File: src/rtl/mem_port_arbiter.sv
// mem_port_arbiter
// Shares one single-port memory between pixel reads, weight reads and output
// writes. Round-robin grants with a bounded burst hold; read data comes back
// one cycle after the grant, flagged to the requester that issued the read.

module mem_port_arbiter #(
    parameter int DATA_W    = 128,
    parameter int ADDR_W    = 28,
    parameter int MAX_BURST = 4
) (
    input  logic                clk,
    input  logic                rstn,

    input  logic                pixel_req,
    input  logic [ADDR_W-1:0]   pixel_addr,
    output logic                pixel_gnt,
    output logic                pixel_rvalid,
    output logic [DATA_W-1:0]   pixel_rdata,

    input  logic                weights_req,
    input  logic [ADDR_W-1:0]   weights_addr,
    output logic                weights_gnt,
    output logic                weights_rvalid,
    output logic [DATA_W-1:0]   weights_rdata,

    input  logic                out_req,
    input  logic [ADDR_W-1:0]   out_addr,
    input  logic [DATA_W-1:0]   out_wdata,
    input  logic [DATA_W/8-1:0] out_wstrb,
    output logic                out_gnt,

    output logic                mem_rd,
    output logic [ADDR_W-1:0]   mem_raddr,
    input  logic [DATA_W-1:0]   mem_rdata,
    output logic                mem_we,
    output logic [ADDR_W-1:0]   mem_waddr,
    output logic [DATA_W-1:0]   mem_wdata,
    output logic [DATA_W/8-1:0] mem_wstrb,

    output logic                busy
);

    localparam int CNT_W = (MAX_BURST < 1) ? 1 : $clog2(MAX_BURST + 1);
    localparam logic [CNT_W-1:0] MAX_CNT = CNT_W'(MAX_BURST);

    typedef enum logic [1:0] {
        OWN_PIX = 2'd0,
        OWN_WGT = 2'd1,
        OWN_OUT = 2'd2
    } owner_t;

    owner_t           owner;
    owner_t           next_owner;
    logic [CNT_W-1:0] burst_cnt;
    logic [1:0]       rtag;       // bit 0: pixel read in flight, bit 1: weights read in flight

    logic [2:0]       req_vec;
    logic [2:0]       gnt_vec;
    logic             own_req;
    logic             others_pending;
    logic             hold;

    // Grant selection. A burst_cnt of 0 means no burst is in progress (reset or
    // an idle cycle), so the owner only keeps the port while it is actively
    // bursting; otherwise the search starts with the requester after the owner.
    always_comb begin
        req_vec        = {out_req, weights_req, pixel_req};
        gnt_vec        = 3'b000;
        own_req        = 1'b0;
        others_pending = 1'b0;
        case (owner)
            OWN_PIX: begin
                own_req        = req_vec[0];
                others_pending = req_vec[1] | req_vec[2];
            end
            OWN_WGT: begin
                own_req        = req_vec[1];
                others_pending = req_vec[0] | req_vec[2];
            end
            default: begin
                own_req        = req_vec[2];
                others_pending = req_vec[0] | req_vec[1];
            end
        endcase
        hold = rstn && (burst_cnt != '0) && own_req
               && ((burst_cnt < MAX_CNT) || !others_pending);
        if (!rstn) begin
            gnt_vec = 3'b000;
        end else if (hold) begin
            case (owner)
                OWN_PIX: gnt_vec = 3'b001;
                OWN_WGT: gnt_vec = 3'b010;
                default: gnt_vec = 3'b100;
            endcase
        end else begin
            case (owner)
                OWN_PIX: begin
                    if      (req_vec[1]) gnt_vec = 3'b010;
                    else if (req_vec[2]) gnt_vec = 3'b100;
                    else if (req_vec[0]) gnt_vec = 3'b001;
                end
                OWN_WGT: begin
                    if      (req_vec[2]) gnt_vec = 3'b100;
                    else if (req_vec[0]) gnt_vec = 3'b001;
                    else if (req_vec[1]) gnt_vec = 3'b010;
                end
                default: begin
                    if      (req_vec[0]) gnt_vec = 3'b001;
                    else if (req_vec[1]) gnt_vec = 3'b010;
                    else if (req_vec[2]) gnt_vec = 3'b100;
                end
            endcase
        end
        if (gnt_vec[0])      next_owner = OWN_PIX;
        else if (gnt_vec[1]) next_owner = OWN_WGT;
        else                 next_owner = OWN_OUT;
    end

    // Owner, burst length and read-return tag; reset hands pixel the first turn.
    always_ff @(posedge clk or negedge rstn) begin
        if (!rstn) begin
            owner     <= OWN_OUT;
            burst_cnt <= '0;
            rtag      <= 2'b00;
        end else begin
            rtag <= gnt_vec[1:0];
            if (gnt_vec == 3'b000) begin
                burst_cnt <= '0;
            end else if (hold) begin
                if (burst_cnt != MAX_CNT) begin
                    burst_cnt <= burst_cnt + 1'b1;
                end
            end else begin
                owner     <= next_owner;
                burst_cnt <= CNT_W'(1);
            end
        end
    end

    // Memory strobes and payload follow the grant in the same cycle; zero when idle.
    always_comb begin
        pixel_gnt   = gnt_vec[0];
        weights_gnt = gnt_vec[1];
        out_gnt     = gnt_vec[2];
        mem_rd      = gnt_vec[0] | gnt_vec[1];
        mem_we      = gnt_vec[2];
        if (gnt_vec[0])      mem_raddr = pixel_addr;
        else if (gnt_vec[1]) mem_raddr = weights_addr;
        else                 mem_raddr = '0;
        mem_waddr = gnt_vec[2] ? out_addr  : '0;
        mem_wdata = gnt_vec[2] ? out_wdata : '0;
        mem_wstrb = gnt_vec[2] ? out_wstrb : '0;
    end

    // Read return: both data buses carry the memory word, only the tagged rvalid rises.
    always_comb begin
        pixel_rvalid   = rtag[0];
        weights_rvalid = rtag[1];
        pixel_rdata    = (|rtag) ? mem_rdata : '0;
        weights_rdata  = (|rtag) ? mem_rdata : '0;
        busy           = (|gnt_vec) | (|rtag);
    end

endmodule

File: config.mk
export PLATFORM = sky130hd
export DESIGN_NAME = mem_port_arbiter
export DESIGN_NICKNAME = d
export VERILOG_FILES = /design/src/rtl/mem_port_arbiter.sv
export SDC_FILE = /design/constraint.sdc
export NUM_CORES = 1
export LEC_CHECK = 0
export CAP_MARGIN = 10
export CORE_AREA = 2 2 325 327
export CTS_CLUSTER_DIAMETER = 100
export DETAILED_ROUTE_END_ITERATION = 10
export DIE_AREA = 0 0 327 329
export SYNTH_ARGS = -nofsm -noshare
export SYNTH_HDL_FRONTEND = slang
export SYNTH_SLANG_ARGS = --single-unit
File: constraint.sdc
create_clock -name clk -period 2.4 [get_ports clk]
set_clock_uncertainty 0.05 [all_clocks]
set_input_delay 0.24 -clock clk [delete_from_list [all_inputs] [get_ports clk]]
set_output_delay 0.24 -clock clk [all_outputs]
set_load 0.005 [all_outputs]
# Word level (Yosys, flattened, before mapping)

Index checks and enable logic that the tools add are counted.

Register bits: 7
Input bits: 361
Output and inout bits: 464
Logic and storage cells: 52

Add/subtract/negate cells: 1
$lt $le $gt $ge: 1
Equal/unequal tests: 3
Mux-type cells: 26
Bitwise logic cells: 7
Reductions and logical operators: 11

Operator list:

| kind                  | count |
|---|---|
| $mux W128             | 2 |
| $mux W28              | 3 |
| $mux W3               | 11 |
| $mux W16              | 1 |
| $pmux W3 S2           | 2 |
| $mux W2               | 4 |
| $or A1 B1 Y1          | 5 |
| $pmux W1 S2           | 2 |
| $add A3 B1 Y3 const B | 1 |
| $logic_and A1 B1 Y1   | 3 |
| $logic_not A3 Y1      | 1 |
| $lt A3 B3 Y1 const B  | 1 |
| $ne A3 B1 Y1 const B  | 1 |
| $ne A3 B3 Y1 const B  | 1 |
| $reduce_bool A3 Y1    | 1 |
| $reduce_or A3 Y1      | 1 |
| $eq A2 B1 Y1 const B  | 1 |
| $logic_not A2 Y1      | 1 |
| $not A1 Y1            | 2 |
| $reduce_and A2 Y1     | 1 |
| $reduce_or A2 Y1      | 1 |
| $logic_not A1 Y1      | 1 |
| $logic_or A1 B1 Y1    | 1 |
| $mux W1               | 1 |

# Depth between registers and ports, before layout

Word-level depth: 10
Depth in mapped cells: 9
Mapped depth without buffers: 7

# Worst setup path before layout

Ideal clock, no wire load.

Path kind: register to output
Start point: register owner[1]
End point: output mem_wdata[100]
Data arrival time: 2341 ps
Data required time: 2110 ps
Setup slack: -231 ps
Stages on the path, launching flop included: 9
Buffers on the path: 3
Cell sequence: dfstp_2 -> buf_4 -> inv_1 -> or3_1 -> a311oi_4 -> mux2i_1 -> buf_2 -> clkbuf_1 -> and2_1

Cells in the longest elaborated chain, start to end: 8
Elaborated cells between the ends (all ways): 13
Those cells by class: eq/ne: 1; mux: 7; reduce/logical: 5

Ends and longest elaborated chain:

| what                                             | RTL line   | text |
|---|---|---|
| from (decl)                                      | 52         | `owner_t owner;` |
| from (signal assigned)                           | 134        | `owner <= next_owner;` |
| $eq A2 B1 Y1 or $logic_not A2 Y1 (tied branches) | 71, 90, 96 |  |
| $pmux W1 S2                                      | 71         | `case (owner)` |
| $logic_not A1 Y1                                 | 86         | `&& ((burst_cnt < MAX_CNT) \|\| !others_pending);` |
| $logic_or A1 B1 Y1                               | 86         |  |
| $logic_and A1 B1 Y1                              | 86         |  |
| $mux W3 (*)                                      | 89         | `end else if (hold) begin` |
| $mux W3 (*)                                      | 87         | `if (!rstn) begin` |
| $mux W128 (*)                                    | 151        | `mem_wdata = gnt_vec[2] ? out_wdata : '0;` |
| to (decl)                                        | 37         | `output logic [DATA_W-1:0] mem_wdata,` |

Every way passes the cells marked *; elsewhere a longest branch is shown, timed or not.

# Final worst setup path

Start point: register owner[1]
End point: output mem_wdata[120]

The elaborated chain is that of the path after synthesis.

==> reports/results.ini <==
[clocking]
clk_pin_slew_ns = 0.04
htreeDepth = 1
cts-root-buf = clkbuf_16
postCtsHoldBufs = 0
cts_tree = yes
clock_latency_ns = 0.24
clock-sinks = 7
cts_buffers = 3
clockBufferDepth = 2

[synth]
synthesis.area_mm2 = 0.00378
synth_compound_area_share_pct = 9.89
yosysWarnings = 0
synth-seq-cells = 7
synth-xor-area-share_pct = 0.232
synth.distinct_cells = 29
synthSimpleGateAreaFrac_pct = 52.5
synth_top_family_by_area = simple AND/OR/NAND/NOR gates
synthAdderAreaFrac_pct = 0.662
yosysSeqAreaShare_pct = 4.67
synth.avg_cell_area_um2 = 6.84
synth_mux_area_share_pct = 0.794
syn-num-nets = 916
netlist_instances = 553

[power]
vdd_drop_max_mv = 0.349
p_leak_nw = 6.06
power_density_mw_per_mm2 = 621

[cells_and_area]
instances_no_fill = 2778
fill_cells = 11816
finalCoreUtilization_pct = 14.6
final_common_cell = clkdlybuf4s50_1
drive_gt1_share_pct = 39.8
final_cell_mix = clkdlybuf4s50_1 (595), buf_6 (190), and2_4 (147)
design_area_mm2 = 0.0152
fin_nets = 1736
area_delta_synth_final_pct = 303

[placed_design]
io_buffers = 824
dpl.hpwl_um = 61700
dpl.cell_count = 2651
dpl_cell_area_mm2 = 0.0132
routabilityCongestion = 0.796

[timing]
tns_ns = -109.74
worstMarginPinSlew_ns = 0.433
drv_slew = 0
rsz0062_at_grt = true
fin_ws_ns = -0.681
fin_crit_ns = 3.08
hold_violations = 0
max_freq_mhz = 325
setup_viol_count_final = 206
finalCritPeriodShare_pct = 128
maxSlewHeadroom_pct = 71.0

[critical_path]
worstPathArrival_ns = 2.79
critPathMaxFanout = 4
endpoint_kind = output port
path_class = reg2out
crit_path_start_kind = register
critPathRequiredTime_ns = 2.11

[floorplan]
coreArea_mm2 = 0.104
io_pins = 825
die_x_um = 327
start_util_pct = 3.62
dieArea_mm2 = 0.108
die_h_um = 329
num_rows = 119

[routing]
drt_pre_antenna_iters = 4
via_per_inst = 2.68
drc_errors = 0
ant_nets = 0
wl_per_cell_um = 25.7
initialDrtViolationCount = 227
routed_wl_um = 71400
dr_total_vias = 7437

[global_routing]
grt_remaining_overflow = 0
track_usage_pct = 11.9
grt_pass1_vias = 6916
grt_pass1_wl_um = 80800
grt_max_degree = 47
antenna_found_initial = 82

[run_status]
violations = negative setup slack
run_status = finished with violations

[min_path]
hold_class = in2async

[run]
maxCapViolCount = 0

==> synthesized netlist by cell type <==
cell | number | area (um2)
a211oi_1 | 1 | 7.51
o221ai_1 | 1 | 8.76
nor3_1 | 2 | 10.0
a22o_1 | 28 | 245
nand2_1 | 7 | 26.3
o2bb2a_1 | 1 | 10.0
or3_1 | 1 | 6.26
buf_6 | 2 | 22.5
xnor2_1 | 1 | 8.76
a32oi_1 | 1 | 8.76
buf_2 | 14 | 70.1
a32o_1 | 1 | 10.0
clkbuf_1 | 22 | 82.6
nand3_1 | 4 | 20.0
nor2b_1 | 131 | 820
o21ba_2 | 1 | 10.0
dfstp_2 | 1 | 26.3
a2111o_1 | 1 | 11.3
o21bai_1 | 1 | 7.51
ha_1 | 2 | 25.0
a21oi_1 | 2 | 10.0
buf_4 | 131 | 983
o22ai_1 | 3 | 18.8
and2_1 | 174 | 1090
dfrtp_1 | 6 | 150
mux2i_1 | 3 | 30.0
a311oi_4 | 1 | 26.3
inv_1 | 6 | 22.5
nor2_1 | 4 | 15.0
==> metal layers <==
layer  global-route usage (%)  part of all wire [%]  vias up
li1                         -                     -     3257
met1                     12.9                    36     3384
met2                     19.6                    47      537
met3                     7.81                    14      165
met4                     1.65                   1.9       94
met5                        0                  0.89        -
==> cell type report <==
| class | instances | area [um2] | area share, % |
|---|---|---|---|
| clock buffer | 4 | 78.8 | 0.518 |
| antenna | 15 | 37.5 | 0.246 |
| sequential | 7 | 176 | 1.16 |
| multi-input combinational | 371 | 2880 | 18.9 |
| timing repair buffer | 984 | 10300 | 67.6 |
| inverter | 6 | 22.5 | 0.148 |
| tap | 1391 | 1740 | 11.4 |
==> worst max-delay path, stage by stage (launching register included) <==
cell and delay (ns):
dfstp_2 0.53, inv_2 0.04, or3_4 0.33, a311oi_4 0.25
buf_4 0.18, mux2i_4 0.23, buf_12 0.14, buf_12 0.11
clkbuf_16 0.13, buf_8 0.12, clkbuf_16 0.14, buf_12 0.11
and2_1 0.12, clkbuf_2 0.11
==> registers in the layout (all words and copies together) (netlist names) <==
name       flops
owner          2
burst_cnt      3
rtag           2
==> metrics by stage <==
| stage | setup slack [ns] | total power, mW | hold slack, ns |
|---|---|---|---|
| after floorplan | -0.0425 | 2.62 | -0.106 |
| final | -0.681 | 9.46 | 0.317 |
| after CTS | -0.923 | 8.31 | 0.302 |
| after detailed placement | -1.03 | 7.12 | 0.547 |
| after global routing | -0.776 | 10.0 | 0.350 |
| after global placement | -1.06 | 7.14 | 0.549 |
==> kinds of logic (layout without fill, tap and decap cells) <==
kind of cell,count (synthesis),count (layout)
AO/OA/AOI/OAI,42,42
XOR/XNOR,1,1
adder cells (fa/ha/maj),2,2
buffers and inverters,175,994
flip-flops,7,7
multiplexers,3,3
other,0,15
AND/OR/NAND/NOR,323,323
==> repair_timing <==
| action | in CTS | in global routing |
|---|---|---|
| gates resized for setup | 572 | 492 |
| gates cloned | 11 | 14 |
| pin swaps | 26 | 51 |
| buffers inserted | 42 | 49 |
| setup endpoints to repair | 206 | 209 |
==> worst paths after layout <==
kind / depth (start not counted) / startpoint / endpoint / slack (ns)
worst max-delay path: 13 / owner[1] / mem_wdata[120] / -0.68
worst min-delay path: 2 / rstn / burst_cnt[2] / 0.32
worst max register to register: 9 / owner[1] / rtag[1] / 0.17
worst min register to register: 3 / burst_cnt[1] / burst_cnt[1] / 0.60
max in group asynchronous: 2 / rstn / owner[1] / 1.76
min in group clk: 3 / burst_cnt[1] / burst_cnt[1] / 0.60
==> power by group <==
part / switching [mW] / leakage, nW / total, mW / internal, mW
clock: 0.0663 / 0.0382 / 0.288 / 0.221
sequential: 0.0251 / 0.0895 / 0.182 / 0.157
combinational: 3.51 / 5.93 / 8.99 / 5.48
No activity file was read; power rests on OpenSTA's default activity.
